<file path="src/rtl/lsu_pkg.sv">
// rtl/lsu_pkg.sv - shared types and store-formatting helpers for the load/store unit
package lsu_pkg;

  typedef enum logic [1:0] {
    IDLE  = 2'b00,
    BUS   = 2'b01,
    DONE  = 2'b10,
    FAULT = 2'b11
  } lsu_state_t;

  localparam logic [1:0] SZ_B = 2'b00;
  localparam logic [1:0] SZ_H = 2'b01;
  localparam logic [1:0] SZ_W = 2'b10;

  function automatic logic [3:0] store_strb(input logic [1:0] size, input logic [1:0] lane);
    case (size)
      SZ_B:    return 4'b0001 << lane;
      SZ_H:    return 4'b0011 << lane;
      SZ_W:    return 4'b1111;
      default: return 4'b0000;
    endcase
  endfunction

  // Replicating across lanes lets the bus pick the byte/half with wstrb alone.
  function automatic logic [31:0] store_data(input logic [1:0] size, input logic [31:0] wdata);
    case (size)
      SZ_B:    return {4{wdata[7:0]}};
      SZ_H:    return {2{wdata[15:0]}};
      default: return wdata;
    endcase
  endfunction

  function automatic logic req_bad(input logic [1:0] size, input logic [1:0] lane);
    return (size == 2'b11) || (size == SZ_H && lane[0]) || (size == SZ_W && lane != 2'b00);
  endfunction

endpackage

</file>
<file path="src/rtl/lsu_load_extend.sv">
// rtl/lsu_load_extend.sv - selects the addressed load field and sign/zero extends it
import lsu_pkg::*;

module lsu_load_extend (
  input  logic [31:0] rdata_i,
  input  logic [1:0]  lane_i,
  input  logic [1:0]  size_i,
  input  logic        unsigned_i,
  output logic [31:0] ext_o
);

  logic [31:0] shifted;

  always_comb begin
    shifted = rdata_i >> {lane_i, 3'b000};
    case (size_i)
      SZ_B:    ext_o = unsigned_i ? {24'b0, shifted[7:0]} : {{24{shifted[7]}}, shifted[7:0]};
      SZ_H:    ext_o = unsigned_i ? {16'b0, shifted[15:0]} : {{16{shifted[15]}}, shifted[15:0]};
      default: ext_o = shifted;
    endcase
  end

endmodule

</file>
<file path="src/rtl/load_store_unit.sv">
// rtl/load_store_unit.sv - single-outstanding load/store responder between execute and data memory
import lsu_pkg::*;

module load_store_unit #(
  parameter int XLEN           = 32,
  parameter int TIMEOUT_CYCLES = 16,
  parameter int TO_W           = 5
) (
  input  logic            i_clk,
  input  logic            i_rst,
  input  logic            i_memReq,
  input  logic            i_memWrite,
  input  logic            i_isLoadSigned,
  input  logic [1:0]      i_size,
  input  logic [XLEN-1:0] i_addr,
  input  logic [XLEN-1:0] i_wdata,
  output logic            o_stall,
  output logic            o_done,
  output logic            o_fault,
  output logic [XLEN-1:0] o_rdata,
  output logic            o_busReq,
  output logic            o_busWe,
  output logic [XLEN-1:0] o_busAddr,
  output logic [3:0]      o_busWstrb,
  output logic [XLEN-1:0] o_busWdata,
  input  logic            i_busAck,
  input  logic [XLEN-1:0] i_busRdata
);

  localparam logic [TO_W-1:0] TO_LAST = TO_W'(TIMEOUT_CYCLES > 0 ? TIMEOUT_CYCLES - 1 : 0);

  lsu_state_t      state_q, state_d;
  logic [TO_W-1:0] count_q, count_d;
  logic [XLEN-1:0] rdata_q, addr_q, wdata_q;
  logic [3:0]      wstrb_q;
  logic            we_q, unsigned_q;
  logic [1:0]      size_q, lane_q;
  logic [31:0]     ext_data;
  logic            bad_req, timeout_hit;

  assign bad_req     = req_bad(i_size, i_addr[1:0]);
  assign timeout_hit = (TIMEOUT_CYCLES != 0) && (count_q == TO_LAST);

  lsu_load_extend u_ext (
    .rdata_i    (i_busRdata),
    .lane_i     (lane_q),
    .size_i     (size_q),
    .unsigned_i (unsigned_q),
    .ext_o      (ext_data)
  );

  always_comb begin
    state_d = state_q;
    count_d = '0;
    o_stall = 1'b0;
    case (state_q)
      IDLE: begin
        o_stall = i_memReq;
        if (i_memReq) state_d = bad_req ? FAULT : BUS;
      end
      BUS: begin
        o_stall = 1'b1;
        count_d = count_q + TO_W'(1);
        // Ack is checked first so a same-cycle ack beats the timeout.
        if (i_busAck)         state_d = DONE;
        else if (timeout_hit) state_d = FAULT;
      end
      default: state_d = IDLE;
    endcase
  end

  always_ff @(posedge i_clk) begin
    if (i_rst) begin
      state_q    <= IDLE;
      count_q    <= '0;
      rdata_q    <= '0;
      addr_q     <= '0;
      wdata_q    <= '0;
      wstrb_q    <= '0;
      we_q       <= 1'b0;
      unsigned_q <= 1'b0;
      size_q     <= SZ_B;
      lane_q     <= 2'b00;
    end else begin
      state_q <= state_d;
      count_q <= count_d;
      if (state_q == IDLE && i_memReq) begin
        rdata_q <= '0;
        // Faulting requests leave the bus registers untouched: no bus activity.
        if (!bad_req) begin
          addr_q     <= {i_addr[XLEN-1:2], 2'b00};
          we_q       <= i_memWrite;
          wstrb_q    <= i_memWrite ? store_strb(i_size, i_addr[1:0]) : 4'b0000;
          wdata_q    <= i_memWrite ? store_data(i_size, i_wdata) : '0;
          size_q     <= i_size;
          lane_q     <= i_addr[1:0];
          unsigned_q <= i_isLoadSigned;
        end
      end
      if (state_q == BUS && i_busAck) rdata_q <= we_q ? '0 : ext_data;
    end
  end

  assign o_busReq   = (state_q == BUS);
  assign o_done     = (state_q == DONE) || (state_q == FAULT);
  assign o_fault    = (state_q == FAULT);
  assign o_rdata    = rdata_q;
  assign o_busAddr  = addr_q;
  assign o_busWe    = we_q;
  assign o_busWstrb = wstrb_q;
  assign o_busWdata = wdata_q;

endmodule
</file>
<file path="config.mk">
export PLATFORM = sky130hd
export DESIGN_NAME = load_store_unit
export DESIGN_NICKNAME = d
export VERILOG_FILES = /design/src/rtl/lsu_pkg.sv /design/src/rtl/lsu_load_extend.sv /design/src/rtl/load_store_unit.sv
export SDC_FILE = /design/constraint.sdc
export NUM_CORES = 1
export LEC_CHECK = 0
export CORE_MARGIN = 5
export CORE_UTILIZATION = 47
export DETAILED_ROUTE_END_ITERATION = 12
export PLACE_DENSITY = 0.9
export SLEW_MARGIN = 20
export SYNTH_ARGS = -nofsm -noshare
export SYNTH_HDL_FRONTEND = slang
export SYNTH_HIERARCHICAL = 1
export SYNTH_SLANG_ARGS = --single-unit
export TNS_END_PERCENT = 10
</file>
<file path="constraint.sdc">
create_clock -name i_clk -period 4.2 [get_ports i_clk]
set_input_delay 0.84 -clock i_clk [delete_from_list [all_inputs] [get_ports i_clk]]
set_output_delay 0.84 -clock i_clk [all_outputs]
set_load 0.05 [all_outputs]
</file>
== After elaboration in Yosys (flattened, before gate mapping) ==
Cells that the tools add are included.

* Equal/unequal tests: 10
* Shifts and indexed selects: 3
* Add/subtract/negate cells: 1
* Muxes and demuxes: 16
* Bitwise operators: 2
* Reduce and logical (&&, ||, !) cells: 15

{| class="wikitable"
|+ Operators with widths
! operator !! number
|-
| $mux W32 || 6
|-
| $pmux W32 S2 || 2
|-
| $shr A32 B5 Y32 || 1
|-
| $pmux W4 S3 || 1
|-
| $eq A2 B2 Y1 const B || 4
|-
| $mux W2 || 4
|-
| $eq A2 B1 Y1 const B || 3
|-
| $logic_not A2 Y1 || 3
|-
| $add A5 B1 Y5 const B || 1
|-
| $eq A5 B4 Y1 const B || 1
|-
| $logic_and A1 B1 Y1 || 4
|-
| $mux W4 || 1
|-
| $pmux W2 S2 || 1
|-
| $reduce_and A2 Y1 || 2
|-
| $reduce_bool A2 Y1 || 2
|-
| $shl A1 B2 Y4 const A || 1
|-
| $shl A2 B2 Y4 const A || 1
|-
| $logic_or A1 B1 Y1 || 3
|-
| $ne A3 B1 Y1 const B || 1
|-
| $ne A2 B2 Y1 const B || 1
|-
| $not A1 Y1 || 2
|-
| $pmux W1 S2 || 1
|-
| $reduce_or A2 Y1 || 1
|}

* Flip-flop bits (word level): 111

== Longest topological paths before layout ==
Gate-level depths: netlist of run 1.

* Depth after elaboration: 7
* Depth in mapped cells: 7
* Gate-level depth less buffers: 5

== Cells and area by module ==
Netlist of run 1, hierarchy kept.

{| class="wikitable"
|+ Modules (own cells, without submodules)
! module !! area an instance (µm²) !! cells each !! instances !! seq. area each (µm²)
|-
| load_store_unit || 4383.0 || 513 || 1 || 2222.1
|-
| lsu_load_extend || 768.2 || 103 || 1 || 0.0
|}

== Worst setup path before layout of run 1 ==
Ideal clock, no wire load.

* Path type: input to output
* Start: input port i_memReq
* End: output port o_stall
* Arrival: 1521 ps
* Cell stages on the path: 2
* Path slack: 1839 ps
* Path buffers: 0
* Cell sequence: nor2_1 -> nor2_1

* Longest elaborated chain between the ends: 1

{| class="wikitable"
|+ Ends and longest elaborated chain
! what !! line !! text
|-
| start: declaration || load_store_unit.sv:11 || <nowiki>input logic i_memReq,</nowiki>
|-
| $pmux W1 S2 || load_store_unit.sv:56 || <nowiki>case (state_q)</nowiki>
|-
| end: declaration || load_store_unit.sv:17 || <nowiki>output logic o_stall,</nowiki>
|}

Every way passes these cells.

== Final worst setup path of run 1 ==
Ends and elaborated chain as after synthesis.

==> impl_metrics.yaml, run 1 <==
outcome:
  run_status: "complete, no violations"
critical_path:
  path_max_fanout: 3
  ff2ff_path_depth: 5
  required_ns: 3.36
  timing.rr.end: "o_rdata[11]$_SDFFE_PP0P_"
  crit_path_end_kind: "output port"
  r2r_slack_ns: 1.74
  timing.rr.start: "lane_q[1]$_SDFFE_PP0P_"
  startpoint_type: "primary input"
  worstPathArrival_ns: 2.37
  critPathKind: "in2out"
routing:
  wl_per_cell_um: 17.2
  vias_per_cell: 5.51
  wirelength_um: 16000
  drcViolationCount: 0
  ant_nets: 0
  drtIter0Drc: 407
  vias: 5117
  first_pass_iters: 5
sta:
  finalMaxSlewViolations: 0
  fin_skew_ns: 0.0149
  tns_ns: 0
  setup_viol_count_final: 0
  tightest_slew_ns: 1.09
  slew_headroom: 0.275
  period_minus_slack_ns: 3.21
  fmax_mhz: 312
  post-route-period-util: 0.764
  timing_hold_violations_final: 0
  fin_ws_ns: 0.993
  rsz0062_at_grt: "no"
final_layout:
  drive_above_1_share: 0.0811
  diodes: 0
  fin_cells: 929
  multiInputGateArea_um2: 2650
  most-common-layout-cells: "clkdlybuf4s50_1, dfxtp_1, nand2_1, a21oi_1, nor2_1"
  fin_util: 0.684
  nets: 890
  regArea_um2: 2220
  area_growth_pct: 43.3
  nFillCells: 833
  mostFrequentLayoutCell: "clkdlybuf4s50_1"
power_and_ir_drop:
  p_leak_uw: 0.00255
  p_seq_frac: 0.468
  clockPowerShare: 0.265
  power_density_nw_per_um2: 327
  power_uw: 2410
  internal_power_uw: 1620
  pwr-share-comb: 0.268
  switchingPower_uw: 794
  ir_drop_uv: 219
  switching_share: 0.329
logic_synthesis:
  ys_seq_elements: 111
  avgSynthCellArea_um2: 8.36
  ys_seq_area_frac: 0.431
  synth_edf_count: 0
  yosysWarnings: 6
  ys_async_sr_fraction: 0
  synth_flop_cell: "dfxtp_1"
  synth_area_um2: 5150
  yosysUniqueCellTypes: 42
  synth_cells: 616
global_route:
  grt_first_pass_wirelength_um: 25000
  grt-ovfl-total: 0
  antenna_found_initial: 1
  grt_max_degree: 108
  grt_usage: 0.236
  grt_pass1_vias: 5007
min_path:
  holdCritStartpoint: "o_busAddr[27]$_SDFFE_PP0P_"
  holdPathEnd: "o_busAddr[27]$_SDFFE_PP0P_"
  hp-class: "reg2reg"
  min_path_cells: 2
placed_design:
  place_congestion: 0.881
  dp_hpwl_um: 11600
  pre_cts_ws_ns: 0.998
  dp_cells: 913
  port_buffers: 206
clock_tree:
  clock_latency_ns: 0.38
  post_cts_resized: 0
  cts_tree: "done"
  postCtsSetupRepairBufs: 0
  clockBufferDepth: 2
  clock-sinks: 111
  cts_inserted_buffers: 9
  clkTransAtPathRegs_ns: 0.10
  cts-htree-levels: 3
  cts-root-buf: "clkbuf_8"
  cts_hold_buf: 0
die:
  pin_count: 209
  die_x_um: 115
  initial_core_util: 0.477
  dieArea_um2: 13200
  std_cell_rows: 38
  dieHeight_um: 115
  core_area_um2: 10800
flow_run:
  cap_violations: 0
state kept, by name, summed over array words and instances, names as in the netlist:
name	cells
count_q	5
lane_q	2
o_busAddr	30
o_busWdata	32
o_busWe	1
o_busWstrb	4
o_rdata	32
size_q	2
state_q	2
unsigned_q	1
worst max path at each step:
| stage | slack (ns) | from | end |
|---|---|---|---|
| CTS | 0.99 | i_memReq | o_stall |
| finish | 0.99 | i_memReq | o_stall |
| global route | 0.93 | i_memReq | o_stall |
| floorplan | 1.84 | i_memReq | o_stall |
| global placement | 0.99 | i_memReq | o_stall |
| detailed placement | 1.0 | i_memReq | o_stall |
cell usage after synthesis (9+ instances only):
cell type | count | area, um^2
o31ai_1 | 10 | 75.1
nand3_1 | 26 | 130
mux2_2 | 18 | 203
nand3b_1 | 11 | 82.6
mux2i_1 | 24 | 240
nor2_1 | 52 | 195
dfxtp_1 | 111 | 2220
a21oi_1 | 94 | 470
a22oi_1 | 32 | 240
buf_2 | 21 | 105
nand2_1 | 100 | 375
buf_4 | 10 | 75.1
clkbuf_1 | 23 | 86.3
nor2b_1 | 11 | 68.8
or2_2 | 9 | 56.3
power by group through the flow:
stage          Sequential (uW)  Clock [uW]  Combinational (uW)
2_1_floorplan             1270           0                 279
3_3_place_gp              1150           0                 629
3_5_place_dp              1150           0                 640
4_1_cts                   1130         650                 643
5_1_grt                   1130         690                 687
6_report                  1130         638                 646
per-layer routing:
layer  GRT usage  share of wire  vias up
met1       0.284           0.40     2373
met2       0.387           0.48      230
met5           0        0.00069        -
li1            -              -     2473
met3      0.0724          0.092       39
met4       0.108          0.034        2
area by class of cell:
type                    count  share of cell area
flip-flops and latches    111               0.301
multi-input cells         447               0.359
repair buffers            213               0.288
inverters                   2             0.00102
clock buffers              11              0.0205
clock inverters             5             0.00644
well taps                 140              0.0237
worst max-delay path: stages:
cell,delay (ns)
clkdlybuf4s50_1,0.50
nor2_1,0.06
nor2_1,0.12
clkdlybuf4s50_1,0.83
cells by family after synthesis:
kind of cell / synth area share
multiplexers: 0.0918
adder cells (fa/ha/maj): 0.00486
AO/OA/AOI/OAI: 0.208
flip-flops: 0.431
buffers and inverters: 0.0583
XOR/XNOR: 0.00510
other: 0.000728
AND/OR/NAND/NOR: 0.200
per-stage QoR:
stage          hold WS (ns)  area (um^2)
2_1_floorplan         0.418         5150
3_3_place_gp          0.426         7180
3_5_place_dp          0.447         7180
4_1_cts               0.461         7380
5_1_grt               0.476         7380
6_report              0.457         7380
Note: power is estimated with default switching activity, not from simulation.
==> run 2, diff against run 1 <==
CORE_UTILIZATION = 44   (was 47)
PLACE_DENSITY = 0.86   (was 0.9)
clock period = 3.1 ns   (was 4.2 ns; I/O delays follow)
==> impl_metrics.yaml, run 2 (synthesis results as in run 1) <==
clock_tree:
  clock-sinks: 111
  clock_latency_ns: 0.34
  cts_inserted_buffers: 9
  post_cts_resized: 0
  clockBufferDepth: 2
  clkTransAtPathRegs_ns: 0.08
  cts-root-buf: "clkbuf_16"
  cts_tree: "done"
  cts_hold_buf: 0
  cts-htree-levels: 3
  postCtsSetupRepairBufs: 0
placed_design:
  dp_hpwl_um: 12200
  place_congestion: 0.873
  place_area_um2: 7220
  port_buffers: 206
global_route:
  grt-ovfl-total: 0
  antenna_found_initial: 0
  grt_usage: 0.227
  grt_pass1_vias: 5261
  grt_max_degree: 70
  grt_first_pass_wirelength_um: 26400
routing:
  drtIter0Drc: 574
  wirelength_um: 16600
  first_pass_iters: 7
  wl_met2_um: 8010
  top_layer: "met4"
  drcViolationCount: 0
  vias_per_cell: 5.59
  m1WireLength_um: 6540
  ant_nets: 0
  wl_per_cell_um: 17.7
  vias: 5242
  routed-wl-met3_um: 1660
sta:
  rsz0062_at_grt: "no"
  fin_hold_ws_ns: 0.449
  post-route-period-util: 0.830
  setup_viol_count_final: 0
  tns_ns: 0
  fmax_mhz: 388
  tightest_slew_ns: 0.680
  period_minus_slack_ns: 2.57
  finalMaxSlewViolations: 0
  timing_hold_violations_final: 0
  fin_skew_ns: 0.00791
  slew_headroom: 0.547
die:
  dieHeight_um: 118
  dieArea_um2: 14000
  pin_count: 209
  std_cell_rows: 39
  initial_core_util: 0.449
  die_x_um: 118
  core_area_um2: 11500
flow_run:
  cap_violations: 0
critical_path:
  crit_path_end_kind: "output port"
  timing.rr.end: "o_rdata[18]$_SDFFE_PP0P_"
  r2r_slack_ns: 1.19
  cp_cell_sequence: "nor2b_1 > clkdlybuf4s50_1"
  worstPathArrival_ns: 1.95
  ff2ff_path_depth: 6
  required_ns: 2.48
  critPathKind: "reg2out"
  crit_path_max_incr_delay_ns: 0.88
  startpoint_type: "flop"
  timing.rr.start: "lane_q[0]$_SDFFE_PP0P_"
  path_max_fanout: 7
  slowest_stage: "clkdlybuf4s50_1"
final_layout:
  area_growth_pct: 46.6
  nets: 896
  drive_above_1_share: 0.0893
  mostFrequentLayoutCell: "clkdlybuf4s50_1"
  fin_util: 0.658
  diodes: 0
  most-common-layout-cells: "clkdlybuf4s50_1, dfxtp_1, nand2_1, a21oi_1, nor2_1"
  design_area_um2: 7550
  nFillCells: 926
min_path:
  holdPathEnd: "count_q[0]$_SDFF_PP0_"
  holdCritStartpoint: "count_q[0]$_SDFF_PP0_"
  hp-class: "reg2reg"
  min_path_cells: 1
power_and_ir_drop:
  power_uw: 3670
  p_leak_uw: 0.00264
  ir_drop_uv: 273
  power_density_nw_per_um2: 486
outcome:
  run_status: "complete, no violations"
==> run 2: changes by cell type in the layout (fill, tap and decap cells not counted) <==
cell	delta
nor3_2	+1
nor3_4	-1
inv_8	-2
clkinv_2	+1
clkbuf_16	+9
bufinv_16	+2
inv_6	+1
clkdlybuf4s50_1	-1
buf_4	+7
clkbuf_8	-10
clkinvlp_4	-1
==> run 2: layout make-up <==
type	count	area, um^2	share of cell area
multi-input combinational	447	2650	0.350
sequential	111	2220	0.294
timing repair buffer	219	2170	0.287
clock buffer	10	239	0.0316
tap	143	179	0.0237
clock inverter	6	91.3	0.0121
inverter	2	7.51	0.000994
==> run 2: how the worst max path moves through the flow <==
stage                                 start                    endpoint  slack (ns)  cells past startpoint
floorplan                          i_memReq                     o_stall        1.18                      2
global placement                  i_size[1]  o_busWdata[0]$_SDFFE_PP0P_        0.68                      6
detailed placement                i_size[1]   o_busAddr[2]$_SDFFE_PP0P_        0.56                      6
CTS                 state_q[0]$_SDFFE_PP0P_                    o_busReq        0.51                      2
global route        state_q[0]$_SDFFE_PP0P_                    o_busReq        0.42                      2
finish              state_q[0]$_SDFFE_PP0P_                    o_busReq        0.53                      2
==> run 2: where the power goes <==
| group | internal [uW] | switching [uW] | total [uW] |
|---|---|---|---|
| clock network | 735 | 523 | 1260 |
| registers | 1480 | 39.3 | 1520 |
| logic | 363 | 529 | 892 |
| total | 2580 | 1090 | 3670 |
==> run 2: metal layers <==
| layer | up-vias | GRT usage |
|---|---|---|
| li1 | 2492 | - |
| met5 | - | 0 |
| met1 | 2458 | 0.267 |
| met2 | 255 | 0.375 |
| met4 | 0 | 0.0889 |
| met3 | 37 | 0.0850 |
==> run 2: metrics by stage <==
stage	instances	worst slack [ns]
floorplan	617	1.18
global placement	922	0.679
detailed placement	922	0.556
CTS	938	0.509
global route	938	0.425
finish	938	0.526
==> run 2: worst max-delay path: cells and delay by family (launching register included) <==
family,cells,cell delay [ns]
buffers and inverters,1,0.88
flip-flops,1,0.45
AND/OR/NAND/NOR,1,0.28
==> run 3, diff against run 2 <==
clock period = 2.41 ns   (was 3.1 ns; I/O delays follow)
==> impl_metrics.yaml, run 3 (synthesis results as in run 1) <==
clock_tree:
  cts_tree: "done"
  cts-htree-levels: 3
  cts-root-buf: "clkbuf_16"
  post_cts_resized: 0
  postCtsSetupRepairBufs: 0
  clockBufferDepth: 2
  cts_inserted_buffers: 9
  clock_latency_ns: 0.35
  cts_hold_buf: 0
  clock-sinks: 111
  clkTransAtPathRegs_ns: 0.07
final_layout:
  most-common-layout-cells: "clkdlybuf4s50_1, dfxtp_1, nand2_1, a21oi_1, nor2_1"
  diodes: 0
  drive_above_1_share: 0.0893
  nets: 896
  multiInputGateArea_um2: 2650
  regArea_um2: 2220
  nFillCells: 905
  fin_cells: 938
  mostFrequentLayoutCell: "clkdlybuf4s50_1"
  area_growth_pct: 46.2
min_path:
  hp-class: "reg2reg"
sta:
  period_minus_slack_ns: 2.29
  setup_viol_count_final: 0
  slew_headroom: 0.337
  fin_hold_ws_ns: 0.449
  tightest_slew_ns: 0.994
  fin_skew_ns: 0.0114
  tns_ns: 0
  finalMaxSlewViolations: 0
  rsz0062_at_grt: "no"
  timing_hold_violations_final: 0
  fmax_mhz: 437
  post-route-period-util: 0.950
routing:
  first_pass_iters: 5
  ant_nets: 0
  vias: 5158
  drcViolationCount: 0
  drtIter0Drc: 461
  vias_per_cell: 5.50
  wl_per_cell_um: 17.6
  wirelength_um: 16500
power_and_ir_drop:
  ir_drop_uv: 393
  p_leak_uw: 0.00263
  power_density_nw_per_um2: 607
critical_path:
  critPathTopFamily: "buffers and inverters"
  cp_cell_sequence: "and2_1 > clkdlybuf4s50_1"
  path_buf_inv: 1
  startpoint_type: "flop"
  worstPathArrival_ns: 1.81
  crit_path_max_incr_delay_ns: 0.81
  required_ns: 1.93
  critPathKind: "reg2out"
  crit_path_end_kind: "output port"
  slowest_stage: "clkdlybuf4s50_1"
  path_max_fanout: 8
placed_design:
  port_buffers: 206
  place_congestion: 0.941
  dp_hpwl_um: 12200
  dp_cells: 922
global_route:
  antenna_found_initial: 0
  grt_max_degree: 68
  grt_first_pass_wirelength_um: 26500
  grt-ovfl-total: 0
  grt_pass1_vias: 5235
  grt_usage: 0.226
flow_run:
  cap_violations: 0
die:
  die_x_um: 118
  dieHeight_um: 118
  core_area_um2: 11500
  dieArea_um2: 14000
  pin_count: 209
  initial_core_util: 0.449
  std_cell_rows: 39
outcome:
  run_status: "complete, no violations"
==> run 3: final cells by class <==
type | count | share of cell area
multi-input combinational | 447 | 0.351
sequential | 111 | 0.295
timing repair buffer | 219 | 0.291
clock buffer | 10 | 0.0304
tap | 143 | 0.0238
clock inverter | 6 | 0.00814
inverter | 2 | 0.000997
==> run 3: worst paths after layout <==
path                                    start                           to  slack (ns)  cells past startpoint
hold reg to reg   o_busWdata[10]$_SDFFE_PP0P_  o_busWdata[10]$_SDFFE_PP0P_        0.45                      2
setup reg to reg       lane_q[1]$_SDFFE_PP0P_     o_rdata[31]$_SDFFE_PP0P_        0.56                      6
hold / removal    o_busWdata[10]$_SDFFE_PP0P_  o_busWdata[10]$_SDFFE_PP0P_        0.45                      2
setup / recovery      state_q[1]$_SDFFE_PP0P_                      o_fault        0.12                      2
==> run 3: routing by layer <==
layer  global-route usage  routed length (um)  vias up
li1                     -                   -     2488
met2                0.363                7830      254
met3               0.0898                1740       23
met1                0.278                6640     2393
met5                    0                   0        -
met4               0.0738                 280        0
==> run 3: metrics by stage <==
step,cell area [um^2],total power (uW),setup slack [ns],utilization
6_report,7530,4570,0.120,0.657
3_3_place_gp,7240,3120,0.253,0.632
4_1_cts,7530,4600,0.106,0.657
5_1_grt,7530,4770,0.0510,0.657
2_1_floorplan,5150,2710,0.725,-
3_5_place_dp,7240,3150,0.160,0.632
==> run 3: power breakdown <==
group	total, uW	internal (uW)	switching, uW	leakage (uW)
combinational	1160	473	682	0.00159
sequential	1960	1910	50.6	0.000900
clock	1460	803	652	0.000142
==> run 3: tightest hold or removal path, delay by kind of cell, from the launching register on <==
family	cells	cell delay [ns]
flip-flops	1	0.31
AND/OR/NAND/NOR	1	0.05
AO/OA/AOI/OAI	1	0.05
